$ cat src/rtl/inst_fetch.sv
// Instruction fetch stage: PC register, IF/ID pipeline register and a
// 2-bit saturating-counter branch history table for static-target
// conditional branch prediction.
module inst_fetch #(
  parameter logic [31:0] RESET_PC  = 32'h0000_0000,
  parameter int unsigned BHT_IDX_W = 4,
  parameter logic [31:0] NOP_INST  = 32'h0000_0013
) (
  input  logic        clk,
  input  logic        rst,
  output logic [31:0] imem_addr_o,
  input  logic        imem_ready_i,
  input  logic [31:0] imem_data_i,
  output logic [31:0] pc_o,
  output logic [31:0] inst_o,
  output logic        branch_pred_o,
  input  logic        stall_i,
  input  logic        branch_i,
  input  logic [31:0] pc_branch_i,
  input  logic        jmp_i,
  input  logic [31:0] pc_jmp_i,
  input  logic        bp_update_i,
  input  logic [31:0] bp_pc_i,
  input  logic        bp_taken_i
);

  localparam int unsigned BHT_N      = 1 << BHT_IDX_W;
  localparam logic [6:0]  OPC_BRANCH = 7'b1100011;

  typedef enum logic [1:0] {BOOT, RUN, WAIT} state_t;

  state_t                    state_q, state_d;
  logic [31:0]               pc_q, pc_d;
  logic [31:0]               if_pc_d, if_inst_d;
  logic                      if_pred_d;
  logic [BHT_N-1:0][1:0]     bht_q;
  logic [BHT_IDX_W-1:0]      lk_idx, up_idx;
  logic                      pred_c;
  logic [31:0]               b_imm;
  logic [1:0]                up_cnt;
  logic                      unused_bp_bits;

  assign imem_addr_o = pc_q;

  // Lookup reads the registered table, so a same-cycle update is not seen
  assign lk_idx = pc_q[BHT_IDX_W+1:2];
  assign up_idx = bp_pc_i[BHT_IDX_W+1:2];
  assign pred_c = (imem_data_i[6:0] == OPC_BRANCH) && bht_q[lk_idx][1];
  assign b_imm  = {{19{imem_data_i[31]}}, imem_data_i[31], imem_data_i[7],
                   imem_data_i[30:25], imem_data_i[11:8], 1'b0};
  assign up_cnt = bht_q[up_idx];

  assign unused_bp_bits = ^{bp_pc_i[31:BHT_IDX_W+2], bp_pc_i[1:0]};

  // State register plus PC and IF/ID pipeline register
  always_ff @(posedge clk or negedge rst) begin
    if (!rst) begin
      state_q       <= BOOT;
      pc_q          <= RESET_PC;
      pc_o          <= RESET_PC;
      inst_o        <= NOP_INST;
      branch_pred_o <= 1'b0;
    end else begin
      state_q       <= state_d;
      pc_q          <= pc_d;
      pc_o          <= if_pc_d;
      inst_o        <= if_inst_d;
      branch_pred_o <= if_pred_d;
    end
  end

  // Next-state, next-PC and IF/ID load selection
  always_comb begin
    state_d   = state_q;
    pc_d      = pc_q;
    if_pc_d   = pc_o;
    if_inst_d = inst_o;
    if_pred_d = branch_pred_o;
    case (state_q)
      BOOT: begin
        state_d   = RUN;
        pc_d      = RESET_PC;
        if_inst_d = NOP_INST;
        if_pred_d = 1'b0;
      end
      RUN, WAIT: begin
        if (branch_i || jmp_i) begin
          // Redirect: a pending WAIT fetch is dropped and the new PC refetched
          state_d   = state_q;
          pc_d      = branch_i ? pc_branch_i : pc_jmp_i;
          if_inst_d = NOP_INST;
          if_pred_d = 1'b0;
        end else if (!imem_ready_i) begin
          state_d = WAIT;
          if (!stall_i) begin
            if_inst_d = NOP_INST;
            if_pred_d = 1'b0;
          end
        end else begin
          state_d = RUN;
          if (!stall_i) begin
            if_pc_d   = pc_q;
            if_inst_d = imem_data_i;
            if_pred_d = pred_c;
            pc_d      = pred_c ? (pc_q + b_imm) : (pc_q + 32'd4);
          end
        end
      end
      default: state_d = BOOT;
    endcase
  end

  // Branch history table: 2-bit saturating counters, weakly not-taken at reset
  always_ff @(posedge clk or negedge rst) begin
    if (!rst) begin
      bht_q <= {BHT_N{2'b01}};
    end else if (bp_update_i) begin
      if (bp_taken_i) begin
        if (up_cnt != 2'b11) bht_q[up_idx] <= up_cnt + 2'd1;
      end else begin
        if (up_cnt != 2'b00) bht_q[up_idx] <= up_cnt - 2'd1;
      end
    end
  end

endmodule

$ cat config.mk
export PLATFORM = sky130hd
export DESIGN_NAME = inst_fetch
export DESIGN_NICKNAME = d
export VERILOG_FILES = /design/src/rtl/inst_fetch.sv
export SDC_FILE = /design/constraint.sdc
export NUM_CORES = 1
export LEC_CHECK = 0
export CORE_MARGIN = 2
export CORE_UTILIZATION = 44
export CTS_CLUSTER_SIZE = 25
export DETAILED_ROUTE_END_ITERATION = 6
export PLACE_DENSITY_LB_ADDON = 0.25
export SETUP_SLACK_MARGIN = 0.4
export SYNTH_ARGS = -nofsm -noshare
export SYNTH_HDL_FRONTEND = slang
export SYNTH_SLANG_ARGS = --single-unit
$ cat constraint.sdc
create_clock -name clk -period 8.5 [get_ports clk]
set_input_delay 2.55 -clock clk [delete_from_list [all_inputs] [get_ports clk]]
set_output_delay 2.55 -clock clk [all_outputs]
set_load 0.01 [all_outputs]
======== Word level (Yosys, flattened, before mapping) ========
Index checks and enable logic that the tools add are counted.
storage, ports and cells
  flip-flop bits (word level) ............. 131
  bits in latches ......................... 0
  RAM bits ................................ 0
  bits in read-only memories .............. 0
  bits of input ports ..................... 136
  output and inout bits ................... 97
  word-level logic and storage cells ...... 80
  memories kept ........................... 0
cells by class
  add/subtract/negate cells ............... 4
  multipliers ............................. 0
  divide/modulo/power cells ............... 0
  magnitude comparators ................... 3
  eq/ne operators ......................... 8
  shift-type cells ........................ 0
  mux-type cells .......................... 30
  bitwise logic cells ..................... 2
  reduce and logical (&&, ||, !) cells .... 12
operator list
  operator                                                                       number
  32-bit two-way mux                                                             12
  32-bit one-hot mux with 2 select lines                                         2
  32-bit bitwise mux                                                             2
  32-bit by 3-bit adder with 32-bit output (second input constant)               1
  32-bit adder                                                                   1
  2-bit binary-select mux with 4-bit select                                      2
  4-bit by 5-bit less-than comparator with 1-bit output (second input constant)  2
  2-bit two-way mux                                                              5
  2-bit demux with 4-bit select                                                  1
  7-bit equality test (second input constant)                                    1
  3-bit != test (second input constant)                                          2
  3-bit AND reduction                                                            2
  2-bit nonzero test                                                             3
  4-bit by 1-bit >= comparator with 1-bit output (second input constant)         1
  1-bit two-way mux                                                              4
  2-bit != test (second input constant)                                          2
  2-bit one-hot mux with 2 select lines                                          1
  4-bit AND reduction                                                            1
  2-bit by 1-bit adder with 2-bit output (second input constant)                 1
  2-bit by 1-bit equality test with 1-bit output (second input constant)         1
  2-bit equality test (second input constant)                                    1
  1-bit logical AND                                                              2
  2-bit logical NOT                                                              1
  2-bit by 1-bit != test with 1-bit output (second input constant)               1
  other kinds (6)                                                                7

======== Longest topological paths before layout ========
Gate-level depths: netlist of the first run.
  depth after elaboration ................. 8
  gate-level depth with buffers ........... 15
  mapped depth without buffers ............ 13

======== Least setup slack after synthesis of the first run ========
No wires, ideal clock.
  path kind ............................... input-to-reg
  start ................................... input bp_pc_i[2]
  end ..................................... register bht_q[1] in the netlist's numbering
  setup time .............................. 0.125 ns
  arrival time ............................ 5.709 ns
  required time ........................... 8.375 ns
  setup slack ............................. 2.666 ns
  stages on the path ...................... 10
  buffers on the path ..................... 2
  cell sequence ........................... clkbuf_1 > clkbuf_1 > mux4_2 > mux4_2 > ha_1 > mux2i_1 > nand2_1 > nor2_1 > or4b_2 > mux2_2
between the ends
  cells in the longest elaborated chain, start to end .. 7
  elaborated cells between the ends (all ways) .. 19
  classes of those cells .................. 2 x add/sub; 2 x order compare; 2 x eq/ne; 9 x mux; 4 x reduce/logical
RTL lines
  item                                                                                                                                           RTL line  RTL
  from (decl)                                                                                                                                    23        input logic [31:0] bp_pc_i,
  4-bit by 5-bit less-than comparator with 1-bit output (not written as such) or 4-bit by 1-bit >= comparator with 1-bit output (tied branches)  119, 121
  1-bit logical AND (not written as such)                                                                                                        119, 121
  2-bit two-way mux (not written as such)                                                                                                        119, 121
  2-bit demux with 4-bit select                                                                                                                  119, 121
  32-bit bitwise mux, on equally long branches                                                                                                   121, 119
  32-bit two-way mux, on equally long branches                                                                                                   121, 119
  32-bit two-way mux                                                                                                                             118       if (bp_taken_i) begin
  to (signal assigned)                                                                                                                           116       bht_q <= {BHT_N{2'b01}};
  to (signal, indexed assignment)                                                                                                                119       if (up_cnt != 2'b11) bht_q[up_idx] <= up_cnt + 2'd1;
  to (signal, indexed assignment)                                                                                                                121       if (up_cnt != 2'b00) bht_q[up_idx] <= up_cnt - 2'd1;
  to (decl)                                                                                                                                      36        logic [BHT_N-1:0][1:0] bht_q;
Parallel ways exist; a longest one is shown, timed or not. The select of a mux whose other input is x is not followed.
A chain may end at the register's enable or synchronous reset.

======== Worst setup path after layout of the first run ========
Ends and elaborated chain as after synthesis.

==> results.ini, run 1 <==
[yosys]
yosysTopAreaCellShare_pct=34.1
seq_area_frac_synth_pct=40.1
synth_warnings=0
ys_ff_latch=131
synth_area_um2=8230
synth_adder_area_share_pct=5.56
synth_flop_cell=dfrtp_1
synthTopCellsByArea=dfrtp_1, nand2_1, dfstp_2
synth_nets=1064
synth_top_area_cell=dfrtp_1
synthMuxAreaShare_pct=10.0
synth_xor_xnor_area_share_pct=5.22
synth_most_common_cell=nand2_1
synthArstFlopShare_pct=100
synth_edf_count=0
synth_common_cells=nand2_1, dfrtp_1, nor2_1
synth.distinct_cells=67
synth-compound-area-share_pct=19.1
yosys.area_share.simple_pct=16.9
synth_area_per_cell_um2=9.23
synth_top_family_by_area=compound AO/OA/AOI/OAI gates
netlist_instances=892

[timing]
finalCriticalPeriod_ns=6.43
timing.final.crit_share_pct=75.7
hold_viol_final=0
setup_violations=0
slew_violations=0
timing.fmax_mhz=155
tightest_slew_ns=1.19
fin_worst_skew_ns=0.0110
setup_tns_ns=0
rsz0062_at_grt=false
slew_headroom_pct=20.2

[critical_path]
critPathKind=input pin to flip-flop
slowest_stage=clkdlybuf4s50_1
r2r-start=state_q[0]$_DFFE_PN0P_
end_kind=flip-flop
crit_fanout=17
crit_required_ns=8.81
crit_chain=clkdlybuf4s50_1 -> mux4_2 -> mux2_2 -> o21ai_0 -> inv_1 -> ha_1 -> mux2i_1 -> nand2_1 -> nor2_1 -> or4b_2 -> mux2_2
cpMostUsedCell=mux2_2
r2r_end=imem_addr_o[31]$_DFFE_PN0P_
arrival_ns=6.74
critical-path-max-stage-delay_ns=0.96
reg2reg_slack_ns=4.71
reg2reg_depth=11
cp-start-kind=input pin

[cts]
cts_root_buf=clkbuf_16
post-cts-setup-buffers=0
cts.path.max_buffers=2
clkLatencyLatePin_ns=0.43
clk_pin_slew_ns=0.06
cts.sinks=131
postCtsHoldBufs=0
tritoncts=built
cts-buffers-inserted=17
cts_resized=0
htreeDepth=4

[routing]
detail-route-antenna-nets=0
vias=7522
vias_per_cell=5.69
wire_per_inst_um=18.3
initialDrtViolationCount=529
wl_mm=24.2
firstDrtPassIters=6
drc=0

[floorplan]
start_util_pct=44.4
core_area_um2=18500
dieHeight_um=141
die_x_um=141
boundaryPins=233
dieArea_um2=19800
rows=50

[layout]
design_area_um2=11000
final_nets=1248
fillers=1624
area_growth_pct=33.8
drive_gt1_share_pct=10.2
diodes=0

[global_routing]
globalRouteOverflowTotal=0
grt_pass1_vias=7396
grt_start_max_net_pins=86
grt_usage_pct=24.7
antenna_found_initial=0
grt_pass1_wl_mm=38.6

[outcome]
status=finished clean

[hold_path]
min_from=pc_o[24]$_DFFE_PN0P_
min_to=pc_o[24]$_DFFE_PN0P_
hold_depth=2
min_path_type=flip-flop to flip-flop

[power]
power_density_nw_per_um2=326
power_leakage_uw=0.00480
power_uw=3590
ir_drop_uv=208

[place]
numPortBuffers=204
gp_congestion=0.899
placed_area_um2=10500
dp_hpwl_mm=17.4

[job]
cap_violations=0

how the worst max path moves through the flow:
stage / from / end / slack [ns] / cells past startpoint
finish: bp_pc_i[2] / bht_q[1]$_DFFE_PN0P_ / 2.07 / 11
global route: bp_pc_i[2] / bht_q[1]$_DFFE_PN0P_ / 1.83 / 11
CTS: bp_pc_i[2] / bht_q[1]$_DFFE_PN0P_ / 2.08 / 11
detailed placement: bp_pc_i[2] / bht_q[1]$_DFFE_PN0P_ / 1.65 / 11
global placement: bp_pc_i[2] / bht_q[1]$_DFFE_PN0P_ / 1.73 / 11
floorplan: bp_pc_i[2] / bht_q[1]$_DFFE_PN0P_ / 2.67 / 10
stage by stage:
| stage | hold WS [ns] | setup WS [ns] | instances | util (%) |
|---|---|---|---|---|
| after floorplan | 0.455 | 2.67 | 892 | - |
| after global placement | 0.460 | 1.73 | 1291 | 56.5 |
| after detailed placement | 0.463 | 1.65 | 1291 | 56.5 |
| after CTS | 0.477 | 2.08 | 1323 | 59.5 |
| after global routing | 0.490 | 1.83 | 1323 | 59.5 |
| final | 0.471 | 2.07 | 1323 | 59.5 |
power breakdown:
group	leakage [uW]	internal, uW	switching [uW]
sequential	0.00167	884	248
clock	0.000260	411	291
combinational	0.00287	846	908
cell families after synthesis:
group | Yosys count
xor+xnor | 49
mux | 62
fa+ha+maj | 36
buf+inv | 64
simple gates | 314
flops | 131
compound gates | 236
routing by layer:
layer	vias to the layer above	global-route usage [%]	routed length [um]
met5	-	0	0
met4	0	8.05	480
met3	32	5.06	1550
met2	241	40.5	11400
met1	3654	32.9	10700
li1	3595	-	-
worst max-delay path, delay by kind of cell:
kind	cells	cell delay, ns
buffers and inverters	2	1.29
muxes	4	1.40
adders and majority gates	1	0.32
AOI/OAI and AO/OA	1	0.22
and+or+nand+nor	3	0.97
layout by cell type, fill, tap and decap left out, drive strengths merged, types with 5 or more instances in the layout:
cell / instances
clkdlybuf4s50: 202
nand2: 168
dfrtp: 112
nor2: 66
a21oi: 63
o21ai: 46
ha: 35
a22o: 31
xnor2: 28
mux2i: 25
mux2: 23
a21o: 21
nand3: 21
xor2: 21
clkbuf: 21
dfstp: 19
inv: 17
mux4: 14
buf: 12
a31oi: 11
nand4: 11
a211oi: 10
nor3: 9
and3: 8
o22a: 8
o221ai: 7
o22ai: 7
o21a: 5
final cells by class:
| type | instances | area, um^2 | share of cell area [%] |
|---|---|---|---|
| Clock buffer | 21 | 450 | 4.09 |
| Clock inverter | 11 | 105 | 0.954 |
| Tap cell | 234 | 293 | 2.66 |
| Inverter | 15 | 56.3 | 0.511 |
| Multi-Input combinational cell | 697 | 4690 | 42.6 |
| Sequential cell | 131 | 3300 | 30.0 |
| Timing Repair Buffer | 214 | 2110 | 19.2 |
Power figures use the tool's default switching activity.
==> run 2: changes to the inputs <==
==> constraint.sdc (replaced) <==
create_clock -name clk -period 5.9 [get_ports clk]
set_input_delay 1.77 -clock clk [delete_from_list [all_inputs] [get_ports clk]]
set_output_delay 1.77 -clock clk [all_outputs]
set_load 0.01 [all_outputs]
==> results.ini, run 2 (synthesis results as in run 1) <==
[layout]
final_nets=1257  ; +0.72%
drive_gt1_share_pct=11.2  ; +1.0 points
fillers=1607  ; -1.0%
utilization_pct=59.9  ; +0.42 points
layout.cells.most_common=clkdlybuf4s50_1
diodes=0  ; unchanged
area_growth_pct=34.8
layout_common_cells=clkdlybuf4s50_1, nand2_1, dfrtp_1

[cts]
tritoncts=built
htreeDepth=4  ; unchanged
cts.sinks=131  ; unchanged
post-cts-setup-buffers=0  ; unchanged
cts_root_buf=clkbuf_16
cts_resized=0  ; unchanged
cts.path.max_buffers=2  ; unchanged
cts-buffers-inserted=17  ; unchanged
clkLatencyLatePin_ns=0.43  ; about the same
clk_pin_slew_ns=0.06  ; about the same
postCtsHoldBufs=0  ; unchanged

[critical_path]
crit_buf_inv=2  ; unchanged
slowest_stage=clkdlybuf4s50_1
cpMostUsedCell=mux2_2
crit_fanout=15  ; -2
arrival_ns=5.42  ; -1.32 ns
cp-start-kind=input pin
crit_chain=clkdlybuf4s50_1 -> mux4_2 -> mux2_2 -> o21ai_0 -> inv_1 -> ha_1 -> mux2i_1 -> nand2_1 -> nor2_1 -> or4b_2 -> mux2_2
crit_path_start=bp_pc_i[3]
r2r-start=imem_addr_o[2]$_DFFE_PN0P_
reg2reg_depth=9  ; -2
r2r_end=imem_addr_o[7]$_DFFE_PN0P_
critical_path_depth=11  ; unchanged
critical-path-max-stage-delay_ns=0.91  ; -0.05 ns
reg2reg_slack_ns=2.30  ; -2.41 ns
crit_required_ns=6.21  ; -2.60 ns
critPathKind=input pin to flip-flop
critPathTopFamily=multiplexers
crit_path_end=bht_q[1]$_DFFE_PN0P_
end_kind=flip-flop

[routing]
detail-route-antenna-nets=0  ; unchanged
vias=7628  ; +1.4%
firstDrtPassIters=7  ; +1
vias_per_cell=5.73  ; +0.72%
drc=0  ; unchanged
wire_per_inst_um=18.4  ; +0.81%
wl_mm=24.5  ; +1.5%
initialDrtViolationCount=610  ; +15%

[place]
gp_congestion=0.901  ; +0.19%
dp_hpwl_mm=17.3  ; -0.46%
numPortBuffers=204  ; unchanged
pre_cts_slack_ns=0.427  ; -1.23 ns

[floorplan]
boundaryPins=233  ; unchanged
core_area_um2=18500  ; unchanged
die_x_um=141  ; unchanged
dieHeight_um=141  ; unchanged
start_util_pct=44.4  ; unchanged
dieArea_um2=19800  ; unchanged
rows=50  ; unchanged

[timing]
setup_violations=0  ; unchanged
timing.final.crit_share_pct=86.5
rsz0062_at_grt=false
timing.fmax_mhz=196
fin_worst_skew_ns=0.00941  ; -0.00155 ns
slew_violations=0  ; unchanged
finalCriticalPeriod_ns=5.10
tightest_slew_ns=0.945  ; -0.244 ns
hold_viol_final=0  ; unchanged
setup_tns_ns=0  ; unchanged
slew_headroom_pct=36.8  ; +17 points
timing.hold.ws_ns=0.470  ; -0.00103 ns
setup_slack_ns=0.797  ; -1.27 ns

[power]
power_leakage_uw=0.00486  ; +1.2%
ir_drop_uv=274  ; +32%
power_uw=5240  ; +46%
power_density_nw_per_um2=472  ; +45%

[global_routing]
globalRouteOverflowTotal=0  ; unchanged
grt_usage_pct=25.3  ; +0.62 points
grt_start_max_net_pins=96  ; +12%
antenna_found_initial=0  ; unchanged
grt_pass1_wl_mm=39.8  ; +3.0%
grt_pass1_vias=7569  ; +2.3%

[outcome]
status=finished clean

[hold_path]
min_path_type=flip-flop to flip-flop

[job]
cap_violations=0  ; unchanged

## run 2: changes by cell type in the layout (fill, tap and decap cells not counted)
cell / change
clkinv_4: -1
inv_8: +2
clkbuf_8: +1
buf_4: +9
bufinv_16: -1
clkbuf_1: -3
clkinv_2: -1
clkinvlp_4: -2
inv_6: +5
## run 2: power by group
group          switching [uW]  internal (uW)  total [uW]
registers                 359           1270        1630
logic                    1320           1250        2580
clock network             458            575        1030
## run 2: final cells by class
cell class	instances	area, um^2	share of cell area [%]
clock buffer	19	453	4.08
clock inverter	13	113	1.02
inverter	15	56.3	0.508
multi-input combinational	697	4690	42.3
sequential	131	3300	29.8
tap	234	293	2.64
timing repair buffer	223	2180	19.7
## run 2: metrics by stage
stage                     cell area [um^2]  cells
after floorplan                       8230    892
after global placement               10500   1300
after detailed placement             10500   1300
after CTS                            11100   1332
after global routing                 11100   1332
final                                11100   1332
## run 2: worst reg2reg max path, delay by kind of cell, from the launching register on
kind	cells	cell delay, ns
compound gates	4	0.62
buf+inv	1	0.41
mux	2	1.14
simple gates	2	0.52
flops	1	0.83
## run 2: metal layers
layer / wire length (um) / track usage [%] / up-vias
li1: - / - / 3635
met1: 10900 / 33.7 / 3707
met2: 11600 / 41.4 / 255
met3: 1570 / 5.64 / 31
met4: 512 / 7.95 / 0
met5: 0 / 0 / -
## run 2: how the worst min path moves through the flow
| stage | cells after the start | to | start | slack [ns] |
|---|---|---|---|---|
| floorplan | 2 | flip-flop | flip-flop | 0.46 |
| global placement | 2 | pc_o[28]$_DFFE_PN0P_ | pc_o[28]$_DFFE_PN0P_ | 0.46 |
| detailed placement | 2 | pc_o[28]$_DFFE_PN0P_ | pc_o[28]$_DFFE_PN0P_ | 0.46 |
| CTS | 2 | pc_o[25]$_DFFE_PN0P_ | pc_o[25]$_DFFE_PN0P_ | 0.48 |
| global route | 2 | pc_o[9]$_DFFE_PN0P_ | pc_o[9]$_DFFE_PN0P_ | 0.50 |
| finish | 2 | pc_o[25]$_DFFE_PN0P_ | pc_o[25]$_DFFE_PN0P_ | 0.47 |
==> run 3: changes to the inputs <==
--- a/config.mk
+++ b/config.mk
@@ -5,6 +5,7 @@
 export SDC_FILE = /design/constraint.sdc
 export NUM_CORES = 1
 export LEC_CHECK = 0
+export CAP_MARGIN = 30
 export CORE_MARGIN = 2
 export CORE_UTILIZATION = 44
 export CTS_CLUSTER_SIZE = 25
==> results of run 3 <==
Final layout, timing and power as in run 2 (identical DEF).
